--- config.mk ---
export PLATFORM = sky130hd
export DESIGN_NAME = character_encoder
export DESIGN_NICKNAME = d
export VERILOG_FILES = /design/src/rtl/uniboard_pkg.sv /design/src/rtl/char_fifo.sv /design/src/rtl/character_encoder.sv
export SDC_FILE = /design/constraint.sdc
export NUM_CORES = 1
export LEC_CHECK = 0
export BUFFER_PORTS_ARGS = -buffer_cell sky130_fd_sc_hd__buf_2
export CORE_MARGIN = 10
export CORE_UTILIZATION = 46
export DETAILED_ROUTE_END_ITERATION = 6
export PLACE_DENSITY_LB_ADDON = 0.2
export SYNTH_ARGS = -nofsm -noshare
export SYNTH_HDL_FRONTEND = slang
export SYNTH_HIERARCHICAL = 1
export SYNTH_SLANG_ARGS = --single-unit
--- constraint.sdc ---
create_clock -name clk -period 3.35 [get_ports clk]
set_input_delay 0.1675 -clock clk [delete_from_list [all_inputs] [get_ports clk]]
set_output_delay 0.1675 -clock clk [all_outputs]
set_load 0.02 [all_outputs]
--- src/rtl/uniboard_pkg.sv ---
// rtl/uniboard_pkg.sv - shared Uniboard command-stream framing definitions
//
// Purpose: framing characters shared by the command-stream encoder and
// decoder, the buffered entry type, and the encoder state type.
// Ports: none (package).

package uniboard_pkg;

   localparam logic [7:0] CHAR_START  = 8'h01;
   localparam logic [7:0] CHAR_END    = 8'h17;
   localparam logic [7:0] CHAR_ESCAPE = 8'h1B;

   // One buffered request from the reply logic. is_end is never set
   // together with is_start.
   typedef struct packed {
      logic       is_start;
      logic       is_end;
      logic [7:0] data;
   } entry_t;

   typedef enum logic [1:0] {
      ST_IDLE,
      ST_SEND,
      ST_WAIT,
      ST_LIT
   } enc_state_e;

   // Data bytes that collide with a framing character must be escaped.
   function automatic logic needs_escape(input logic [7:0] b);
      return (b == CHAR_START) || (b == CHAR_END) || (b == CHAR_ESCAPE);
   endfunction

endpackage

--- src/rtl/char_fifo.sv ---
// rtl/char_fifo.sv - synchronous show-ahead FIFO for encoder entries
//
// Purpose: DEPTH-entry FIFO; rd_data always presents the oldest entry.
// Ports:
//   clk, reset      clock, synchronous active-high reset (empties FIFO)
//   wr, wr_data     write request; taken if not full, or if full with a pop
//   pop             remove the oldest entry (ignored when empty)
//   rd_data         oldest entry
//   full, empty     status from pointers with one extra wrap bit

module char_fifo #(
   parameter int WIDTH = 10,
   parameter int DEPTH = 16
) (
   input  logic             clk,
   input  logic             reset,
   input  logic             wr,
   input  logic [WIDTH-1:0] wr_data,
   input  logic             pop,
   output logic [WIDTH-1:0] rd_data,
   output logic             full,
   output logic             empty
);

   localparam int AW = $clog2(DEPTH);

   logic [WIDTH-1:0] mem [DEPTH];
   logic [AW:0]      wr_ptr_q, wr_ptr_d;
   logic [AW:0]      rd_ptr_q, rd_ptr_d;
   logic             push, pull;

   assign empty   = (wr_ptr_q == rd_ptr_q);
   assign full    = (wr_ptr_q[AW] != rd_ptr_q[AW]) &&
                    (wr_ptr_q[AW-1:0] == rd_ptr_q[AW-1:0]);
   assign rd_data = mem[rd_ptr_q[AW-1:0]];

   always_comb begin
      pull     = pop && !empty;
      // A pop in the same cycle frees a slot, so a write while full still lands.
      push     = wr && (!full || pull);
      wr_ptr_d = push ? wr_ptr_q + (AW+1)'(1) : wr_ptr_q;
      rd_ptr_d = pull ? rd_ptr_q + (AW+1)'(1) : rd_ptr_q;
   end

   always_ff @(posedge clk) begin
      if (reset) begin
         wr_ptr_q <= '0;
         rd_ptr_q <= '0;
      end else begin
         wr_ptr_q <= wr_ptr_d;
         rd_ptr_q <= rd_ptr_d;
      end
   end

   always_ff @(posedge clk) begin
      if (push) begin
         mem[wr_ptr_q[AW-1:0]] <= wr_data;
      end
   end

endmodule

--- src/rtl/character_encoder.sv ---
// rtl/character_encoder.sv - framed command-stream character encoder for UART TX
//
// Purpose: buffers data/start/end entries and emits the framed character
// stream (start 0x01, end 0x17, 0x1B before literal 0x01/0x17/0x1B), one
// character per CHAR_CLOCKS cycles.
// Optional feature macro: ENCODER_OVERFLOW_EN (sticky dropped-write flag).
// Ports:
//   clk, reset   clock, synchronous active-high reset
//   wr           write strobe for {start_c, end_c, data_in}
//   data_in      data byte (ignored for commands)
//   start_c      start command (wins over end_c)
//   end_c        end command
//   full         FIFO full
//   empty        FIFO empty and no character in flight or pending
//   data_out     character to the UART transmitter
//   send         one-cycle start pulse for the transmitter
//   overflow     sticky dropped-write flag (0 without ENCODER_OVERFLOW_EN)

module character_encoder
   import uniboard_pkg::*;
#(
   parameter int FIFO_DEPTH  = 16,
   parameter int CHAR_CLOCKS = 120
) (
   input  logic       clk,
   input  logic       reset,
   input  logic       wr,
   input  logic [7:0] data_in,
   input  logic       start_c,
   input  logic       end_c,
   output logic       full,
   output logic       empty,
   output logic [7:0] data_out,
   output logic       send,
   output logic       overflow
);

   localparam int CW = $clog2(CHAR_CLOCKS);
   // SEND and the following IDLE/LIT cycle make up the rest of the period,
   // so WAIT lasts CHAR_CLOCKS-2 cycles: counts CHAR_CLOCKS-3 down to 0.
   localparam logic [CW-1:0] CNT_LOAD = CW'(CHAR_CLOCKS - 3);

   entry_t     wr_entry, rd_entry;
   logic       fifo_full, fifo_empty, fifo_pop;

   enc_state_e state_q, state_d;
   logic [7:0] dout_q, dout_d;
   logic       send_q, send_d;
   logic       pend_q, pend_d;
   logic [7:0] pend_byte_q, pend_byte_d;
   logic [CW-1:0] cnt_q, cnt_d;

   always_comb begin
      wr_entry.is_start = start_c;
      wr_entry.is_end   = end_c & ~start_c;
      wr_entry.data     = data_in;
   end

   char_fifo #(
      .WIDTH ($bits(entry_t)),
      .DEPTH (FIFO_DEPTH)
   ) u_fifo (
      .clk     (clk),
      .reset   (reset),
      .wr      (wr),
      .wr_data (wr_entry),
      .pop     (fifo_pop),
      .rd_data (rd_entry),
      .full    (fifo_full),
      .empty   (fifo_empty)
   );

   always_comb begin
      state_d     = state_q;
      dout_d      = dout_q;
      send_d      = 1'b0;
      pend_d      = pend_q;
      pend_byte_d = pend_byte_q;
      cnt_d       = cnt_q;
      fifo_pop    = 1'b0;

      unique case (state_q)
         ST_IDLE: begin
            if (!fifo_empty) begin
               fifo_pop = 1'b1;
               state_d  = ST_SEND;
               if (rd_entry.is_start) begin
                  dout_d = CHAR_START;
               end else if (rd_entry.is_end) begin
                  dout_d = CHAR_END;
               end else if (needs_escape(rd_entry.data)) begin
                  dout_d      = CHAR_ESCAPE;
                  pend_d      = 1'b1;
                  pend_byte_d = rd_entry.data;
               end else begin
                  dout_d = rd_entry.data;
               end
            end
         end
         ST_SEND: begin
            send_d  = 1'b1;
            cnt_d   = CNT_LOAD;
            state_d = ST_WAIT;
         end
         ST_WAIT: begin
            if (cnt_q == '0) begin
               state_d = pend_q ? ST_LIT : ST_IDLE;
            end else begin
               cnt_d = cnt_q - CW'(1);
            end
         end
         ST_LIT: begin
            dout_d  = pend_byte_q;
            pend_d  = 1'b0;
            state_d = ST_SEND;
         end
         default: state_d = ST_IDLE;
      endcase
   end

   always_ff @(posedge clk) begin
      if (reset) begin
         state_q     <= ST_IDLE;
         dout_q      <= 8'h00;
         send_q      <= 1'b0;
         pend_q      <= 1'b0;
         pend_byte_q <= 8'h00;
         cnt_q       <= '0;
      end else begin
         state_q     <= state_d;
         dout_q      <= dout_d;
         send_q      <= send_d;
         pend_q      <= pend_d;
         pend_byte_q <= pend_byte_d;
         cnt_q       <= cnt_d;
      end
   end

   assign data_out = dout_q;
   assign send     = send_q;
   assign full     = fifo_full;
   assign empty    = fifo_empty && (state_q == ST_IDLE) && !pend_q;

`ifdef ENCODER_OVERFLOW_EN
   logic overflow_q, overflow_d;

   // A write is dropped only when full and no pop frees a slot that cycle.
   always_comb begin
      overflow_d = overflow_q | (wr & fifo_full & ~fifo_pop);
   end

   always_ff @(posedge clk) begin
      if (reset) begin
         overflow_q <= 1'b0;
      end else begin
         overflow_q <= overflow_d;
      end
   end

   assign overflow = overflow_q;
`else
   assign overflow = 1'b0;
`endif

endmodule

* Word-level counts from Yosys, hierarchy flattened *
Memories as Yosys holds them, arrays and structs flattened. A register that Yosys moved wholly into a read port is not among the register bits.
Cells that the tools add are included.

storage, ports and cells
  flip-flop bits (word level) = 37
  RAM bits = 160
  memories = 1

memories
  name        words  width  rd ports  clocked after memory_dff  write ports  RTL line         RTL
  u_fifo.mem  16     10     1         1                         1            char_fifo.sv:27  logic [WIDTH-1:0] mem [DEPTH];

operators by class
  add/subtract/negate cells = 3
  equal/unequal tests = 15
  mux-type cells = 23
  bitwise gates (word level) = 5
  reduce and logical (&&, ||, !) cells = 20

operators with widths
  cell                   number
  $mux W8                4
  $eq A8 B5 Y1 const B   2
  $pmux W8 S2            1
  $pmux W7 S2            1
  $ne A2 B2 Y1 const B   6
  $add A5 B1 Y5 const B  2
  $reduce_and A5 Y1      2
  $mux W1                9
  $eq A8 B1 Y1 const B   1
  $mux W4                2
  $pmux W2 S4            1
  $logic_not A7 Y1       1
  $mux W7                1
  $sub A7 B1 Y7 const B  1
  $mux W2                3
  $reduce_and A2 Y1      3
  $eq A5 B5 Y1           1
  $logic_and A1 B1 Y1    5
  $eq A2 B2 Y1 const B   2
  $eq A4 B4 Y1           1
  $not A1 Y1             4
  $reduce_bool A2 Y1     2
  $logic_not A1 Y1       3
  $logic_or A1 B1 Y1     3
  5 further kinds        5

* Logic depth before layout (Yosys ltp) *
Gate-level depths: netlist (run 1).

  word-level depth = 8
  mapped depth = 9

* Cells and area by module *
The synthesis (run 1) kept the hierarchy.

by module, submodules not included
  module             instances  cells an instance  area an instance (um2)
  char_fifo          1          309                6934.2
  character_encoder  1          169                1482.7

* Worst setup path before layout (run 1) *
Ideal clock, no wire load.

  path type = register to register
  start point = register (tool-made name)
  end point = register pend_byte_q[1]
  library setup time = 87 ps
  arrival time = 2746 ps
  slack = 517 ps
  cell stages (with the launch flop) = 8
  path buffers = 2
  clock period less this slack = 2833 ps
  path through = dfxtp_1 buf_6 buf_6 mux4_1 mux4_2 or4b_4 or4_1 o31ai_1

RTL lines
  element                 RTL line                  RTL
  end signal: assignment  character_encoder.sv:134  pend_byte_q <= pend_byte_d;
  end: declaration        character_encoder.sv:50   logic [7:0] pend_byte_q, pend_byte_d;

==> flow_metrics.tcl, run 1 <==
set metrics [dict create \
    run_status "finished clean" \
    tritoncts "done" \
    worstPathCellList "buf_12, mux4_1, mux4_2, nor4_2, a31oi_1, or4_1, o31ai_1" \
    portBuffers 23 \
    finalMaxSlewViolations 0 \
    die_x_um 155.3 \
    min_period_ps 3079 \
    slew-limit-headroom_pct 35.84 \
    routed_wl_um 16880 \
    global_placement_routability_congestion 0.8134 \
    avgViaCountPerCell 5.745 \
    cp-end-kind "register" \
    reg2regPathDepth 7 \
    critical_path.slowest_cell "sky130_fd_sc_hd__mux4_1" \
    power_per_cell_area_nw_per_um2 678.0 \
    detailed_placement_hpwl_um 10510 \
    numClockSinks 201 \
    synth.largest_area_cell "sky130_fd_sc_hd__edfxtp_1" \
    synth.net_count 502 \
    hp-start "data_in[5]" \
    detailedRoute.firstIterationViolations 329 \
    post-cts-setup-buffers 0 \
    cts_made_buffers 23 \
    timing.fmax_mhz 324.8 \
    die_area_um2 24110 \
    cap_viol_max_count 0 \
    io_pins 25 \
    core-area_um2 17960 \
    setup_viol 0 \
    remaining_drc_errors 0 \
    start_util_pct 46.86 \
    cp_data_required_time_ps 3760 \
    number_of_global_route_vias_before_repair 4561 \
    max-clock-path-buffers 3 \
    clock-root-buffer "sky130_fd_sc_hd__clkbuf_16" \
    worstSetupStartpointType "register" \
    clk_latency_ps 500 \
    avg_synthesized_cell_area_um2 17.61 \
    post_route_skew_ps 13.64 \
    initial_antenna_violation_count 2 \
    post-synth-top-area-fraction_pct 57.08 \
    power.static_leakage_nw 3.255 \
    synth_enable_flop_cells 160 \
    tcrit_tclk_final_pct 91.90 \
    post-route-cell-area_um2 9568 \
    synth.cell_area_um2 8417 \
    drtPass1Iterations 4 \
    postSynthRegisterBits 201 \
    seq_area_um2 5627 \
    placedInstanceArea_um2 8864 \
    worst-path-max-fanout 40 \
    yosysUniqueCellTypes 63 \
    ys_seq_area_share_pct 66.84 \
    globalRoute.totalOverflow 0 \
    area.growth.synth_to_final_pct 13.68 \
    critPathKind "register to register" \
    detailroute.via_count 4441 \
    ratio_of_cells_with_drive_above_1_in_the_final_layout_pct 21.22 \
    multi_input_logic_area_um2 2585 \
    maximum_number_of_pins_on_one_net_before_global_route_repair 41 \
    hold_path_depth 1 \
    wire_length_of_the_first_global_routing_pass_um 26610 \
    wire_per_inst_um 21.83 \
    max-vdd-ir-drop_mv 0.4710 \
    finalNetCount 550 \
    synthTopCellsByArea "sky130_fd_sc_hd__edfxtp_1 (57%), sky130_fd_sc_hd__dfxtp_1 (9.8%), sky130_fd_sc_hd__mux4_1 (9.7%), sky130_fd_sc_hd__mux4_2 (5.1%), sky130_fd_sc_hd__ha_1 (1.6%)" \
    fill_cells 1425 \
    synthFlopType "sky130_fd_sc_hd__edfxtp_1" \
    crit_path_dat_ps 3490 \
    post_cts_resize_count 0 \
    fin_util_pct 53.26 \
    route.antenna.remaining_nets 0 \
    grt_use_total_pct 14.14 \
    rsz0062_at_grt "no" \
    std_cell_rows 49 \
    yosys_warnings 6 \
    setup_total_negative_slack_ps 0 \
    htree_num_levels 1 \
    hp-class "primary input to register" \
    final-hold-violation-count 0 \
    async_reset_ff_share_pct 0 \
    clk_pin_slew_worst_paths_ps 60 \
    worstMarginPinSlew_ps 962.4 \
    critical_path.max_stage_delay_ps 600 \
    synthCells 478 \
    die_h_um 155.3 \
]
[layout by cell type, fill, tap and decap left out, types with 3 or more instances in the layout]
cell type / n
sky130_fd_sc_hd__edfxtp_1: 160
sky130_fd_sc_hd__dfxtp_1: 40
sky130_fd_sc_hd__mux4_1: 31
sky130_fd_sc_hd__nor2_1: 25
sky130_fd_sc_hd__clkbuf_16: 23
sky130_fd_sc_hd__buf_2: 23
sky130_fd_sc_hd__buf_4: 22
sky130_fd_sc_hd__mux4_2: 19
sky130_fd_sc_hd__a21oi_1: 16
sky130_fd_sc_hd__and3_1: 14
sky130_fd_sc_hd__nand2_1: 13
sky130_fd_sc_hd__inv_1: 12
sky130_fd_sc_hd__ha_1: 11
sky130_fd_sc_hd__nor2b_1: 10
sky130_fd_sc_hd__nor3_1: 9
sky130_fd_sc_hd__mux2i_1: 7
sky130_fd_sc_hd__xor2_1: 6
sky130_fd_sc_hd__xnor2_1: 6
sky130_fd_sc_hd__o21ai_0: 5
sky130_fd_sc_hd__clkinv_1: 5
sky130_fd_sc_hd__a311oi_1: 4
sky130_fd_sc_hd__o31ai_1: 4
sky130_fd_sc_hd__a31oi_1: 4
sky130_fd_sc_hd__nor3b_1: 4
sky130_fd_sc_hd__nor4b_1: 3
sky130_fd_sc_hd__a211oi_1: 3
sky130_fd_sc_hd__nand3_1: 3
sky130_fd_sc_hd__clkinv_2: 3
sky130_fd_sc_hd__clkbuf_1: 3
sky130_fd_sc_hd__nand4_1: 3
[sequential cells by signal (all words and copies together) (netlist names), named ones only]
signal,flops
data_out,8
pend_q,1
state_q,2
cnt_q,7
u_fifo/mem,160
u_fifo/wr_ptr_q,5
pend_byte_q,8
u_fifo/rd_ptr_q,5
send,1
[cell type report]
| class | instances | area share (%) |
|---|---|---|
| multi-input combinational | 240 | 27.02 |
| inverter | 12 | 0.4708 |
| timing repair buffer | 48 | 3.452 |
| clock buffer | 28 | 6.421 |
| sequential | 201 | 58.81 |
| tap | 229 | 2.995 |
| clock inverter | 13 | 0.7846 |
| antenna | 2 | 0.05231 |
[timing repair]
action                                 CTS  global route
endpoints found under the hold margin    5             0
setup endpoints to repair                0             0
hold buffers                             1             0
[critical path: cells and delay by family (launching register included)]
kind / cells / cell delay [ps]
and+or+nand+nor: 2 / 930
AOI/OAI and AO/OA: 2 / 240
buffers and inverters: 1 / 280
muxes: 2 / 1170
DFF: 1 / 340
[cell families after synthesis]
group           after synthesis  synth area share [%]
xor+xnor                     13                 1.442
mux                          58                 15.73
simple gates                100                 6.883
fa+ha+maj                    11                 1.635
buf+inv                      37                 2.572
other cells                   1               0.04455
compound gates               57                 4.861
flops                       201                 66.84
[path summary, 6_finish.rpt]
| kind | end | slack (ps) |
|---|---|---|
| setup reg to reg | pend_byte_q[4] | 270 |
| setup / recovery | pend_byte_q[4] | 270 |
| hold / removal | u_fifo/mem[8][5] | 40 |
| hold reg to reg | pend_byte_q[0] | 470 |
[synthesized netlist by cell type (3+ instances only)]
master	number
sky130_fd_sc_hd__a211oi_1	3
sky130_fd_sc_hd__a21oi_1	16
sky130_fd_sc_hd__a311oi_1	4
sky130_fd_sc_hd__a31oi_1	4
sky130_fd_sc_hd__and3_1	14
sky130_fd_sc_hd__buf_2	4
sky130_fd_sc_hd__buf_6	5
sky130_fd_sc_hd__clkbuf_1	10
sky130_fd_sc_hd__dfxtp_1	41
sky130_fd_sc_hd__edfxtp_1	160
sky130_fd_sc_hd__ha_1	11
sky130_fd_sc_hd__inv_1	12
sky130_fd_sc_hd__mux2i_1	7
sky130_fd_sc_hd__mux4_1	31
sky130_fd_sc_hd__mux4_2	19
sky130_fd_sc_hd__nand2_1	13
sky130_fd_sc_hd__nand3_1	3
sky130_fd_sc_hd__nand4_1	3
sky130_fd_sc_hd__nor2_1	25
sky130_fd_sc_hd__nor2b_1	10
sky130_fd_sc_hd__nor3_1	10
sky130_fd_sc_hd__nor3b_1	5
sky130_fd_sc_hd__nor4b_1	3
sky130_fd_sc_hd__o21ai_0	5
sky130_fd_sc_hd__o31ai_1	4
sky130_fd_sc_hd__xnor2_1	6
sky130_fd_sc_hd__xor2_1	6
[through the flow]
stage          hold slack [ps]  setup slack [ps]  std cells  power [mW]
2_1_floorplan            266.4             516.7        478       3.991
3_3_place_gp             448.1             327.3        729       4.271
3_5_place_dp             453.4             291.3        729       4.295
4_1_cts                  25.22             276.0        771       6.547
5_1_grt                  36.27             53.39        771       6.787
6_report                 35.60             271.4        773       6.487
[metal layers]
layer	part of all wire, %	global-route usage, %	wire length, µm	vias up
met5	0	0	0	-
met4	1.7	3.788	295	0
met3	5.4	3.060	911	24
met2	49	23.51	8346	93
met1	43	18.38	7321	2272
li1	-	-	-	2052
[report_power, final]
part / leakage, nW / internal, mW / switching [mW]
Combinational: 1.13 / 0.597 / 0.750
Sequential: 1.78 / 2.81 / 0.0811
Clock: 0.343 / 1.31 / 0.942
Total: 3.25 / 4.71 / 1.77
(Power assumes the default switching activity.)
==> run 2, diff against run 1 <==
--- a/config.mk
+++ b/config.mk
@@ -9,6 +9,7 @@
 export CORE_MARGIN = 10
 export CORE_UTILIZATION = 46
 export DETAILED_ROUTE_END_ITERATION = 6
+export MAX_ROUTING_LAYER = met4
 export PLACE_DENSITY_LB_ADDON = 0.2
 export SYNTH_ARGS = -nofsm -noshare
 export SYNTH_HDL_FRONTEND = slang
==> flow_metrics.tcl, run 2 (synthesis results as in run 1) <==
set metrics [dict create \
    reg2regPathDepth 7 \
    detailed_placement_hpwl_um 10510 \
    remaining_drc_errors 0 \
    die_area_um2 24110 \
    setup_total_negative_slack_ps 0 \
    core-area_um2 17960 \
    start_util_pct 46.86 \
    placement.setup.worst_slack_ps 291.3 \
    reg2reg_to "pend_byte_q[4]" \
    fin_util_pct 53.26 \
    worst-path-max-fanout 40 \
    worstMarginPinSlew_ps 935.0 \
    finalMaxSlewViolations 0 \
    htree_num_levels 1 \
    initial_antenna_violation_count 2 \
    post_layout_power_mw 6.482 \
    grt_use_total_pct 14.55 \
    run_status "finished clean" \
    timing.fmax_mhz 324.8 \
    numClockSinks 201 \
    critPathKind "register to register" \
    routed_wl_um 16840 \
    layout_commonest_cell "sky130_fd_sc_hd__edfxtp_1" \
    finalNetCount 550 \
    worstPathCellList "buf_12, mux4_1, mux4_2, nor4_2, a31oi_1, or4_1, o31ai_1" \
    regToRegSetupSlack_ps 270 \
    post-cts-setup-buffers 0 \
    detailedRoute.firstIterationViolations 335 \
    worstSetupStartpointType "register" \
    route.antenna.remaining_nets 0 \
    max-vdd-ir-drop_mv 0.4720 \
    cts_made_buffers 23 \
    largest_reg_flops 160 \
    detailroute.via_count 4428 \
    crit_path_dat_ps 3490 \
    ratio_of_cells_with_drive_above_1_in_the_final_layout_pct 21.22 \
    max-clock-path-buffers 3 \
    cp-end-kind "register" \
    layout_common_cells "sky130_fd_sc_hd__edfxtp_1 (160), sky130_fd_sc_hd__dfxtp_1 (40), sky130_fd_sc_hd__mux4_1 (31), sky130_fd_sc_hd__nor2_1 (25)" \
    hold_path_depth 1 \
    number_of_global_route_vias_before_repair 4550 \
    hp-start "data_in[5]" \
    post-route-cell-area_um2 9568 \
    wire_per_inst_um 21.79 \
    power.static_leakage_nw 3.255 \
    fill_cells 1427 \
    die_x_um 155.3 \
    cp_data_required_time_ps 3760 \
    drtPass1Iterations 4 \
    area.growth.synth_to_final_pct 13.68 \
    wire_length_of_the_first_global_routing_pass_um 26640 \
    placedInstanceArea_um2 8864 \
    final-hold-violation-count 0 \
    hp-class "primary input to register" \
    tritoncts "done" \
    cap_viol_max_count 0 \
    power_per_cell_area_nw_per_um2 677.5 \
    rsz0062_at_grt "no" \
    clock-root-buffer "sky130_fd_sc_hd__clkbuf_16" \
    global_placement_routability_congestion 0.8254 \
    final.setup.worst_slack_ps 271.2 \
    portBuffers 23 \
    std_cell_rows 49 \
    setup_viol 0 \
    avgViaCountPerCell 5.728 \
    min_period_ps 3079 \
    critical_path.slowest_cell "sky130_fd_sc_hd__mux4_1" \
    tcrit_tclk_final_pct 91.90 \
    io_pins 25 \
    die_h_um 155.3 \
    critical_path.max_stage_delay_ps 600 \
    slew-limit-headroom_pct 37.67 \
    globalRoute.totalOverflow 0 \
    maximum_number_of_pins_on_one_net_before_global_route_repair 41 \
    clk_latency_ps 500 \
    min_delay_worst_endpoint "u_fifo/mem[8][5]" \
    post_route_skew_ps 11.88 \
    clk_pin_slew_worst_paths_ps 60 \
]
==> run 2: layout make-up <==
cell class	instances	area (µm²)	area share (%)
clock inverters	13	75.07	0.7846
diodes	2	5.005	0.05231
multi-input cells	240	2585	27.02
repair buffers	48	330.3	3.452
inverters	12	45.04	0.4708
clock buffers	28	614.3	6.421
well taps	229	286.5	2.995
flip-flops and latches	201	5627	58.81
==> run 2: worst max path at each step <==
stage          slack [ps]             end
2_1_floorplan         520  pend_byte_q[1]
3_3_place_gp          330  pend_byte_q[1]
3_5_place_dp          290  pend_byte_q[4]
6_report              270  pend_byte_q[4]
5_1_grt                50  pend_byte_q[4]
4_1_cts               280  pend_byte_q[4]
==> run 2: critical path: cells and delay by family (launching register included) <==
kind	cells	cell delay, ps
compound gates	2	240
flops	1	340
simple gates	2	940
mux	2	1170
buf+inv	1	270
==> run 2: per-layer routing <==
layer	share of wire [%]	GRT usage, %	vias up
li1	-	-	2052
met1	43	18.56	2236
met2	49	23.39	116
met3	6.5	3.033	24
met4	1.8	3.788	0
met5	0	-	-
==> run 2: through the flow <==
stage          hold slack (ps)  instances
6_report                 32.26        773
5_1_grt                  39.19        773
2_1_floorplan            266.4        478
4_1_cts                  25.22        771
3_3_place_gp             448.1        729
3_5_place_dp             453.4        729
==> run 2: power breakdown <==
group | total (mW) | internal (mW) | switching, mW
Clock | 2.25 | 1.31 | 0.940
Sequential | 2.89 | 2.81 | 0.0809
Combinational | 1.34 | 0.596 | 0.748
==> run 2: repair_timing <==
item | in CTS | in global routing
hold buffers | 1 | 0
resized for setup | 0 | 0
endpoints found under the hold margin | 5 | 0
==> run 3, diff against run 2 <==
--- a/config.mk
+++ b/config.mk
@@ -5,12 +5,14 @@
 export SDC_FILE = /design/constraint.sdc
 export NUM_CORES = 1
 export LEC_CHECK = 0
+export ABC_AREA = 0
 export BUFFER_PORTS_ARGS = -buffer_cell sky130_fd_sc_hd__buf_2
 export CORE_MARGIN = 10
 export CORE_UTILIZATION = 46
 export DETAILED_ROUTE_END_ITERATION = 6
 export MAX_ROUTING_LAYER = met4
 export PLACE_DENSITY_LB_ADDON = 0.2
+export REMOVE_ABC_BUFFERS = 1
 export SYNTH_ARGS = -nofsm -noshare
 export SYNTH_HDL_FRONTEND = slang
 export SYNTH_HIERARCHICAL = 1
==> flow_metrics.tcl, run 3 (synthesis results as in run 1) <==
set metrics [dict create \
    run_status "finished clean" \
    initial_antenna_violation_count 1 \
    placed_cells 730 \
    placedInstanceArea_um2 8884 \
    max-clock-path-buffers 3 \
    final-hold-violation-count 0 \
    die_h_um 155.3 \
    critPathKind "register to register" \
    routed_wl_um 17290 \
    critical_path.max_stage_delay_ps 620 \
    detailed_placement_hpwl_um 10460 \
    detailedRoute.firstIterationViolations 374 \
    worstSetupStartpointType "register" \
    power_spent_charging_and_discharging_nets_mw 1.770 \
    post-route-cell-area_um2 9669 \
    placement.setup.worst_slack_ps 265.4 \
    area.growth.synth_to_final_pct 14.88 \
    htree_num_levels 1 \
    finalNetCount 550 \
    post_layout_power_mw 6.774 \
    globalRoute.totalOverflow 0 \
    layout_common_cells "sky130_fd_sc_hd__edfxtp_1 (160), sky130_fd_sc_hd__dfxtp_1 (40), sky130_fd_sc_hd__mux4_1 (31), sky130_fd_sc_hd__nor2_1 (25), sky130_fd_sc_hd__buf_2 (23)" \
    grt_use_total_pct 14.79 \
    cp_num_buf_inv 1 \
    start_util_pct 46.86 \
    portion_of_total_power_attributed_to_the_clock_network_pct 37.1 \
    die_area_um2 24110 \
    clk_pin_slew_worst_paths_ps 60 \
    seq_power_share_pct 42.9 \
    p_sw_share_pct 26.13 \
    int_power_mw 5.004 \
    maximum_number_of_pins_on_one_net_before_global_route_repair 41 \
    tcrit_tclk_final_pct 93.56 \
    cp_data_required_time_ps 3760 \
    avgViaCountPerCell 5.780 \
    power_per_cell_area_nw_per_um2 700.6 \
    final.setup.worst_slack_ps 215.7 \
    max-vdd-ir-drop_mv 0.4375 \
    timing.fmax_mhz 319.1 \
    clock-root-buffer "sky130_fd_sc_hd__clkbuf_16" \
    worstPathCellList "buf_12, mux4_1, mux4_2, nor3_1, nand2_1, or4_1, o31ai_1" \
    numClockSinks 201 \
    grt.met2_usage_pct 24.06 \
    power.static_leakage_nw 3.296 \
    min_period_ps 3134 \
    global_placement_routability_congestion 0.7458 \
    core-area_um2 17960 \
    wire_per_inst_um 22.40 \
    slew-limit-headroom_pct 30.70 \
    std_cell_rows 49 \
    layout_commonest_cell "sky130_fd_sc_hd__edfxtp_1" \
    remaining_drc_errors 0 \
    post_route_skew_ps 10.40 \
    cts_made_buffers 22 \
    tritoncts "done" \
    rsz0062_at_grt "no" \
    cap_viol_max_count 0 \
    worst-path-max-fanout 20 \
    global_routing_met1_resource_utilization_pct 18.81 \
    busiest_layer "met2" \
    fin_cells 772 \
    cp-end-kind "register" \
    portBuffers 23 \
    power.combinational.fraction_pct 20.0 \
    largest_reg_flops 160 \
    setup_viol 0 \
    grt_use_met3_pct 2.454 \
    io_pins 25 \
    drtPass1Iterations 4 \
    hp-class "primary input to register" \
    detailroute.via_count 4462 \
    number_of_global_route_vias_before_repair 4521 \
    critical_path.top_delay_family "multiplexers" \
    critical_path.slowest_cell "sky130_fd_sc_hd__mux4_2" \
    worstMarginPinSlew_ps 1035 \
    crit_path_dat_ps 3540 \
    wire_length_of_the_first_global_routing_pass_um 27100 \
    die_x_um 155.3 \
    fin_util_pct 53.83 \
    ratio_of_cells_with_drive_above_1_in_the_final_layout_pct 21.59 \
    finalMaxSlewViolations 0 \
    post_cts_resize_count 0 \
    route.antenna.remaining_nets 0 \
    clk_latency_ps 500 \
]
==> run 3: cell count changes in the layout (fill, tap and decap cells not counted), sizes merged <==
cell,delta
inv,-3
clkinv,-2
diode,-1
clkbuf,-1
clkinvlp,+1
buf,+1
bufinv,+4
==> run 3: area by class of cell <==
class                   instances  area, µm²
diodes                          1      2.502
clock buffers                  27      599.3
clock inverters                13      173.9
fillers                      1402       8294
inverters                      12      45.04
multi-input cells             240       2585
flip-flops and latches        201       5627
well taps                     229      286.5
repair buffers                 49      350.3
==> run 3: stage by stage <==
stage          setup TNS [ps]  hold WS [ps]
2_1_floorplan           -4199         236.6
3_3_place_gp                0         461.0
3_5_place_dp                0         463.4
4_1_cts                     0         24.60
5_1_grt                     0         41.78
6_report                    0         38.88
==> run 3: layer usage <==
layer  routed length (µm)  part of all wire, %
met1                 7493                   43
met2                 8604                   50
met5                    0                    0
met4                  327                  1.9
met3                  866                  5.0
==> run 3: what timing repair did <==
item	CTS	global route
hold endpoints to repair	3	0
hold buffers	1	0
buffers inserted	0	0
==> run 3: final timing paths <==
path,depth (start not counted),endpoint,start,slack [ps]
setup / recovery,7,pend_byte_q[4],register,220
hold / removal,1,u_fifo/mem[7][3],data_in[3],40
setup reg to reg,7,pend_byte_q[4],register,220
hold reg to reg,1,pend_byte_q[5],pend_byte_q[5],480
==> run 3: power by group through the flow <==
stage | combinational (mW) | clock (mW) | sequential (mW)
after floorplan | 0.855 | 0 | 3.05
after global placement | 1.33 | 0 | 2.95
after detailed placement | 1.35 | 0 | 2.96
after CTS | 1.36 | 2.57 | 2.91
after global routing | 1.47 | 2.69 | 2.92
final | 1.35 | 2.52 | 2.90
